$ cat config.mk
export PLATFORM = sky130hd
export DESIGN_NAME = branch_resolver
export DESIGN_NICKNAME = d
export VERILOG_FILES = /design/src/rtl/branch_resolver.sv
export SDC_FILE = /design/constraint.sdc
export NUM_CORES = 1
export LEC_CHECK = 0
export CAP_MARGIN = 15
export CORE_MARGIN = 3
export CORE_UTILIZATION = 44
export DETAILED_ROUTE_END_ITERATION = 10
export PLACE_DENSITY = 0.9
export SYNTH_ARGS = -nofsm -noshare
export SYNTH_HDL_FRONTEND = slang
export SYNTH_SLANG_ARGS = --single-unit
$ cat constraint.sdc
create_clock -name clk_in -period 5.16 [get_ports clk_in]
set_input_delay 1.032 -clock clk_in [delete_from_list [all_inputs] [get_ports clk_in]]
set_output_delay 1.032 -clock clk_in [all_outputs]
set_load 0.1 [all_outputs]
$ cat src/rtl/branch_resolver.sv
// Execute-stage branch resolution: evaluates conditional branches, checks the
// fetch prediction, drives redirect/flush and returns training feedback.
module branch_resolver #(
    parameter int unsigned XLEN         = 64,
    parameter int unsigned FLUSH_CYCLES = 2,
    parameter int unsigned CNT_W        = 32
) (
    input  logic              clk_in,
    input  logic              rst_in,
    input  logic              ex_valid_in,
    input  logic              ex_is_branch_in,
    input  logic [2:0]        ex_funct3_in,
    input  logic [XLEN-1:0]   ex_pc_in,
    input  logic [XLEN-1:0]   ex_imm_in,
    input  logic [XLEN-1:0]   rs1_val_in,
    input  logic [XLEN-1:0]   rs2_val_in,
    input  logic              ex_pred_taken_in,
    input  logic [XLEN-1:0]   ex_pred_target_in,
    input  logic              interrupt_signal_in,
    output logic              redirect_out,
    output logic [XLEN-1:0]   redirect_pc_out,
    output logic              flush_out,
    output logic              branch_jump_signal_out,
    output logic [2:0]        branch_type_signal_out,
    output logic              update_valid_out,
    output logic [CNT_W-1:0]  branch_count_out,
    output logic [CNT_W-1:0]  mispredict_count_out
);

    localparam int unsigned FCW = (FLUSH_CYCLES < 2) ? 1 : $clog2(FLUSH_CYCLES);

    typedef enum logic {
        S_IDLE  = 1'b0,
        S_FLUSH = 1'b1
    } state_t;

    state_t           r_state;
    logic [FCW-1:0]   r_fcnt;
    logic             r_redirect;
    logic [XLEN-1:0]  r_redirect_pc;
    logic             r_flush;
    logic             r_jump;
    logic [2:0]       r_type;
    logic             r_update;
    logic [CNT_W-1:0] r_br_cnt;
    logic [CNT_W-1:0] r_mis_cnt;

    logic             w_eq;
    logic             w_lt;
    logic             w_ltu;
    logic             w_taken;
    logic             w_legal;
    logic             w_resolve;
    logic [XLEN-1:0]  w_target;
    logic [XLEN-1:0]  w_next_pc;
    logic             w_mispredict;

    assign w_eq      = (rs1_val_in == rs2_val_in);
    assign w_lt      = ($signed(rs1_val_in) < $signed(rs2_val_in));
    assign w_ltu     = (rs1_val_in < rs2_val_in);
    // funct3 010/011 are not conditional branches
    assign w_legal   = ex_funct3_in[2] | ~ex_funct3_in[1];
    assign w_resolve = ex_valid_in & ex_is_branch_in & w_legal
                     & (r_state == S_IDLE) & ~interrupt_signal_in;
    assign w_target  = ex_pc_in + ex_imm_in;
    assign w_next_pc = w_taken ? w_target : (ex_pc_in + XLEN'(4));
    // predicted target only matters when the branch was predicted taken
    assign w_mispredict = (w_taken != ex_pred_taken_in)
                        | (w_taken & (ex_pred_target_in != w_target));

    always_comb begin
        w_taken = 1'b0;
        case (ex_funct3_in)
            3'b000:  w_taken = w_eq;
            3'b001:  w_taken = ~w_eq;
            3'b100:  w_taken = w_lt;
            3'b101:  w_taken = ~w_lt;
            3'b110:  w_taken = w_ltu;
            3'b111:  w_taken = ~w_ltu;
            default: w_taken = 1'b0;
        endcase
    end

    always_ff @(posedge clk_in) begin
        if (rst_in) begin
            r_state       <= S_IDLE;
            r_fcnt        <= '0;
            r_redirect    <= 1'b0;
            r_redirect_pc <= '0;
            r_flush       <= 1'b0;
            r_jump        <= 1'b0;
            r_type        <= 3'b000;
            r_update      <= 1'b0;
            r_br_cnt      <= '0;
            r_mis_cnt     <= '0;
        end else begin
            r_redirect <= 1'b0;
            r_update   <= 1'b0;
            r_jump     <= 1'b0;
            if (interrupt_signal_in) begin
                r_state <= S_IDLE;
                r_fcnt  <= '0;
                r_flush <= 1'b0;
            end else begin
                case (r_state)
                    S_IDLE: begin
                        if (w_resolve) begin
                            r_update <= 1'b1;
                            r_jump   <= w_taken;
                            r_type   <= {ex_funct3_in[1], ex_funct3_in[2], ex_funct3_in[0]};
                            if (r_br_cnt != {CNT_W{1'b1}})
                                r_br_cnt <= r_br_cnt + CNT_W'(1);
                            if (w_mispredict) begin
                                if (r_mis_cnt != {CNT_W{1'b1}})
                                    r_mis_cnt <= r_mis_cnt + CNT_W'(1);
                                r_redirect    <= 1'b1;
                                r_redirect_pc <= w_next_pc;
                                r_flush       <= 1'b1;
                                r_fcnt        <= FCW'(FLUSH_CYCLES - 1);
                                r_state       <= S_FLUSH;
                            end
                        end
                    end
                    S_FLUSH: begin
                        // flush stays high through the cycle the counter reads zero
                        if (r_fcnt == '0) begin
                            r_state <= S_IDLE;
                            r_flush <= 1'b0;
                        end else begin
                            r_fcnt <= r_fcnt - FCW'(1);
                        end
                    end
                    default: r_state <= S_IDLE;
                endcase
            end
        end
    end

    assign redirect_out           = r_redirect;
    assign redirect_pc_out        = r_redirect_pc;
    assign flush_out              = r_flush;
    assign branch_jump_signal_out = r_jump;
    assign branch_type_signal_out = r_type;
    assign update_valid_out       = r_update;
    assign branch_count_out       = r_br_cnt;
    assign mispredict_count_out   = r_mis_cnt;

endmodule

# ---- Word-level counts from Yosys, hierarchy flattened
# Index checks and enable logic that the tools add are counted.
dict set report classes {
  add_sub_neg 5
  multipliers 0
  div_mod_pow 0
  order_cmp 2
  eq_ne 13
  shifts 0
  mux 13
  bitwise 14
  n_reduce_logical 10
}
# operator n
set op_table {}
lappend op_table {{less-than comparator 64 bit} 2}
lappend op_table {{adder 32 x 1 -> 32 bit (second input constant)} 2}
lappend op_table {{adder 64 x 3 -> 64 bit (second input constant)} 1}
lappend op_table {{adder 64 bit} 1}
lappend op_table {{equality test 64 bit} 1}
lappend op_table {{two-way mux 64 bit} 1}
lappend op_table {{!= test 32 bit (second input constant)} 2}
lappend op_table {{!= test 64 bit} 1}
lappend op_table {{equality test 3 bit (second input constant)} 4}
lappend op_table {{two-way mux 1 bit} 8}
lappend op_table {{AND reduction 4 bit} 2}
lappend op_table {{NOT 1 bit} 7}
lappend op_table {{!= test 2 bit (second input constant)} 3}
lappend op_table {{one-hot mux 1 bit (2 select lines)} 3}
lappend op_table {{one-hot mux 1 bit (6 select lines)} 1}
lappend op_table {{AND reduction 3 bit} 2}
lappend op_table {{bitwise AND 1 bit} 5}
lappend op_table {{AND reduction 5 bit} 1}
lappend op_table {{OR reduction 4 bit} 1}
lappend op_table {{equality test 3 x 1 -> 1 bit (second input constant)} 1}
lappend op_table {{zero test 3 bit} 1}
lappend op_table {{OR reduction 3 bit} 1}
lappend op_table {{OR 1 bit} 2}
lappend op_table {{AND reduction 2 bit} 1}
lappend op_table {{3 further kinds} 3}
dict set report word_totals {
  register_bits 137
  latchBits 0
  mem_bits_rw 0
  mem_bits_ro 0
  inputBits 329
  elab_cells 67
  n_memories 0
}

# ---- Logic depth before layout (Yosys ltp)
dict set report logic_depth {
  ltp_word 8
  depth_mapped 20
  depth_no_buf 16
}

# ---- Worst setup path before layout
# OpenSTA, ideal clock, no wires.
dict set report synth_path {
  path_type {input -> register}
  from {input port ex_pc_in[0]}
  to {register r_mis_cnt[0] (netlist: mispredict_count_out[0])}
  setup_time_ns 0.121
  arrival_time_ns 4.761
  setup_slack_ns 0.278
  stages 18
  n_path_buf 2
  cell_sequence {ha_1 -> inv_1 -> fa_1 -> nor2b_1 -> o21ai_2 -> a211oi_1 -> o311a_1 -> nor2_1 -> o211ai_1 -> a21oi_1 -> xnor3_1 -> or4_1 -> nor4_2 -> and4_1 -> buf_6 -> buf_6 -> nor2_1 -> mux2_4}
}
dict set report synth_via {
  elab_chain_cells 5
}
# item line_no
set synth_lines {}
lappend synth_lines {{from (decl)} 13} ;# input logic [XLEN-1:0] ex_pc_in,
lappend synth_lines {{adder 64 bit} 65} ;# assign w_target = ex_pc_in + ex_imm_in;
lappend synth_lines {{!= test 64 bit} 69} ;# | (w_taken & (ex_pred_target_in != w_target));
lappend synth_lines {{bitwise AND 1 bit} 69}
lappend synth_lines {{OR 1 bit} 69}
lappend synth_lines {{AND reduction 5 bit (no line)} n/a}
lappend synth_lines {{to (signal assigned)} 115} ;# r_mis_cnt <= r_mis_cnt + CNT_W'(1);
lappend synth_lines {{to (decl)} 46} ;# logic [CNT_W-1:0] r_mis_cnt;
# No other way between the ends.
# A chain may end at the register's enable or synchronous reset.

# ---- Worst setup path after layout
dict set report layout_path {
  from {input port ex_pc_in[18]}
  to {register r_mis_cnt[20] (netlist: mispredict_count_out[20])}
}
# The elaborated chain is that of the path after synthesis.

==> out/qor.yml <==
status:
  outcome: "finished, violations left"
  violations: "negative setup slack"
timing:
  fin_ws_ps: -74.5
  rsz0062_at_grt: "true"
  finalHoldViolCount: 0
  finClkSkew_ps: 17.3
  slew_viol_final: 0
  setup_violations: 17
  max_clock_freq_mhz: 191
  tightest_slew_ps: 1260
  period_share_pct: 101
  timing.slew.headroom_pct: 15.8
  fin_crit_ps: 5230
clocking:
  clock_latency_ps: 430
  clkSinkCount: 137
  path_clk_slew_ps: 60
  root_buffer: "clkbuf_16"
  clk_path_buf_depth: 2
  cts_tree: "built"
  h-tree-depth: 4
  cts_inserted_buffers: 17
logic_synthesis:
  synth_cells: 2123
  synth_edf_count: 0
  ys.flop_type: "dfxtp_1"
  ys_types: 82
  synth_top_cell_by_area: "dfxtp_1"
  synth_top_area_share_pct: 17.9
  synth_area_mm2: 0.0153
  async_reset_ff_share_pct: 0
  seq_area_frac_synth_pct: 17.9
  netlist_top_cells_area: "dfxtp_1 (18%), ha_1 (11%), xnor2_1 (6.5%)"
  syn_area_per_cell_um2: 7.22
  yosysWarnings: 0
  syn_nets: 2583
  ys_seq_elements: 137
final_layout:
  syn2layout_area_growth_pct: 69.9
  nets: 3504
  fin_util_pct: 76.7
  fin_area_mm2: 0.0260
  fill_cells: 2424
  layout-drive-gt1-share_pct: 25.3
critical_path:
  cp_slowest_stage_delay_ps: 650
  path_buf_inv: 6
  crit_slowest_cell: "o311ai_0"
  path_cells: "clkdlybuf4s50_1 > ha_4 > a21oi_1 > o21ai_1 > a221o_1 > nor3_4 > buf_6 > nand2_1 > buf_4 > o311ai_0 > a2111oi_4 > nand4_1 > buf_4 > nor4_4 > and4_4 > buf_12 > buf_4 > or4_1 > a21oi_1"
  crit_fanout: 6
  start_kind: "input pin"
  endpoint_kind: "register"
  crit_path_frequent_cell: "buf_4"
  required_ps: 5500
  path_delay_family: "compound AO/OA/AOI/OAI gates"
  cp.arrival_ps: 5570
  crit_type: "in2reg"
die:
  die-area_mm2: 0.0371
  rows: 67
  initial_utilization_pct: 45.1
  dieHeight_um: 193
  core_region_area_mm2: 0.0340
  floorplan.die.width_um: 193
  ios: 464
routing:
  vias: 21600
  wl_met2_mm: 37.4
  wl_per_cell_um: 24.4
  first_pass_iters: 8
  top_layer: "met5"
  drc: 0
  routed-wl-met3_mm: 10.7
  drt_wl_total_mm: 85.8
  route.antenna.remaining_nets: 0
  drt_iter0_markers: 2630
  via_per_inst: 6.13
  wl_met1_mm: 31.1
worst_hold_path:
  hp-class: "reg2reg"
grt:
  grt_max_degree: 171
  antenna_found_initial: 11
  grt.overflow.total: 0
  grt_pass1_wl_mm: 119
  grt_pass1_vias: 20400
  grtUsageTotal_pct: 42.1
power_and_ir_drop:
  ir_worst_vdd_uv: 217
  p_per_area_mw_per_mm2: 193
  p_leak_uw: 0.0109
placement:
  port_buffers: 463
  dpl_cell_area_mm2: 0.0240
  gp_congestion: 1.08
  hpwl_mm: 68.1
flow_run:
  maxCapViolCount: 0
## state kept, by name, indices dropped and copies added (netlist names)
name / count
branch_count_out: 32
branch_type_signal_out: 3
update_valid_out: 1
r_fcnt: 1
redirect_out: 1
branch_jump_signal_out: 1
r_state: 1
flush_out: 1
redirect_pc_out: 64
mispredict_count_out: 32
## synth_stat cells (all sizes together) (25+ instances only)
| cell | n |
|---|---|
| a21o | 25 |
| a21oi | 194 |
| and3 | 39 |
| buf | 25 |
| clkbuf | 88 |
| dfxtp | 137 |
| ha | 130 |
| inv | 95 |
| nand2 | 205 |
| nand3 | 82 |
| nand4 | 81 |
| nor2 | 176 |
| nor2b | 61 |
| nor3 | 52 |
| o21ai | 158 |
| o31ai | 50 |
| xnor2 | 114 |
| xor2 | 92 |
## final cells by class
type	instances	area [um^2]	area share [%]
diodes	11	27.5	0.106
repair buffers	1015	9010	34.6
flip-flops and latches	137	2740	10.5
inverters	95	357	1.37
clock buffers	17	425	1.63
clock inverters	15	150	0.577
well taps	448	561	2.15
multi-input cells	1778	12800	49.0
## tightest hold or removal path: stages, from the launching register on
cell and delay, ps:
dfxtp_1 320, nand2_1 60, a21oi_1 50
## layer usage
metal,up-vias,global-route usage (%)
met5,-,0
met4,2,24.1
met3,436,10.4
met2,1549,67.4
met1,9977,51.5
li1,9596,-
## path summary, 6_finish.rpt
check                                                             from                                      to  slack (ps)  depth (start not counted)
worst max-delay path                                      ex_pc_in[18]   mispredict_count_out[20]$_SDFFE_PP0P_         -70                         19
worst min register to register  branch_type_signal_out[0]$_SDFFE_PP0P_  branch_type_signal_out[0]$_SDFFE_PP0P_         480                          2
worst min-delay path            branch_type_signal_out[0]$_SDFFE_PP0P_  branch_type_signal_out[0]$_SDFFE_PP0P_         480                          2
worst max register to register        branch_count_out[9]$_SDFFE_PP0P_       branch_count_out[25]$_SDFFE_PP0P_        1680                         12
## where the power goes
part           internal [uW]  switching [uW]  leakage (uW)
Combinational           1270            1470       0.00951
Sequential              1080            15.9       0.00111
Clock                    644             554      0.000284
Total                   2990            2040        0.0109
## cell usage in the layout (no fill, tap or decap), drive strengths merged, types with 19 or more instances in the layout
cell type        n
xnor2          114
o31ai           50
nand3           82
nand4           81
dlymetal6s2s    22
or4             19
o21a            22
inv            104
nor4            22
dfxtp          137
nand2          205
a21o            25
nor2b           61
a311oi          21
and3            39
nor2           176
nor3            52
mux2            20
a21oi          194
or3             20
buf            551
xor2            92
clkbuf          19
o21ai          158
ha             130
clkdlybuf4s50  435
## repair_timing
item                       in CTS  in global routing
hold buffers                    0                  0
cloned                          2                  2
buffers inserted               14                 20
hold endpoints to repair        0                  0
setup endpoints to repair     100                100
pin swaps                      27                 81
resized for setup              66                160
## through the flow
stage / total power (uW) / setup TNS (ps) / std cells / hold WS (ps) / setup WS (ps)
CTS: 4790 / 0 / 3484 / 474 / 1.96
global route: 5190 / -6050 / 3516 / 496 / -169
floorplan: 2210 / 0 / 2123 / 444 / 278
finish: 5030 / -374 / 3516 / 481 / -74.5
global placement: 3510 / -63720 / 3436 / 448 / -742
detailed placement: 3540 / -69890 / 3436 / 452 / -798
## logic make-up (layout without fill, tap and decap cells)
family / after synthesis / after routing / synth area share, %
fa+ha+maj: 131 / 131 / 10.7
other cells: 0 / 11 / 0
compound gates: 583 / 583 / 23.7
buf+inv: 208 / 1142 / 5.46
xor+xnor: 211 / 211 / 12.5
flops: 137 / 137 / 17.9
mux: 36 / 36 / 2.83
simple gates: 817 / 817 / 26.9
No activity file was read; power rests on OpenSTA's default activity.
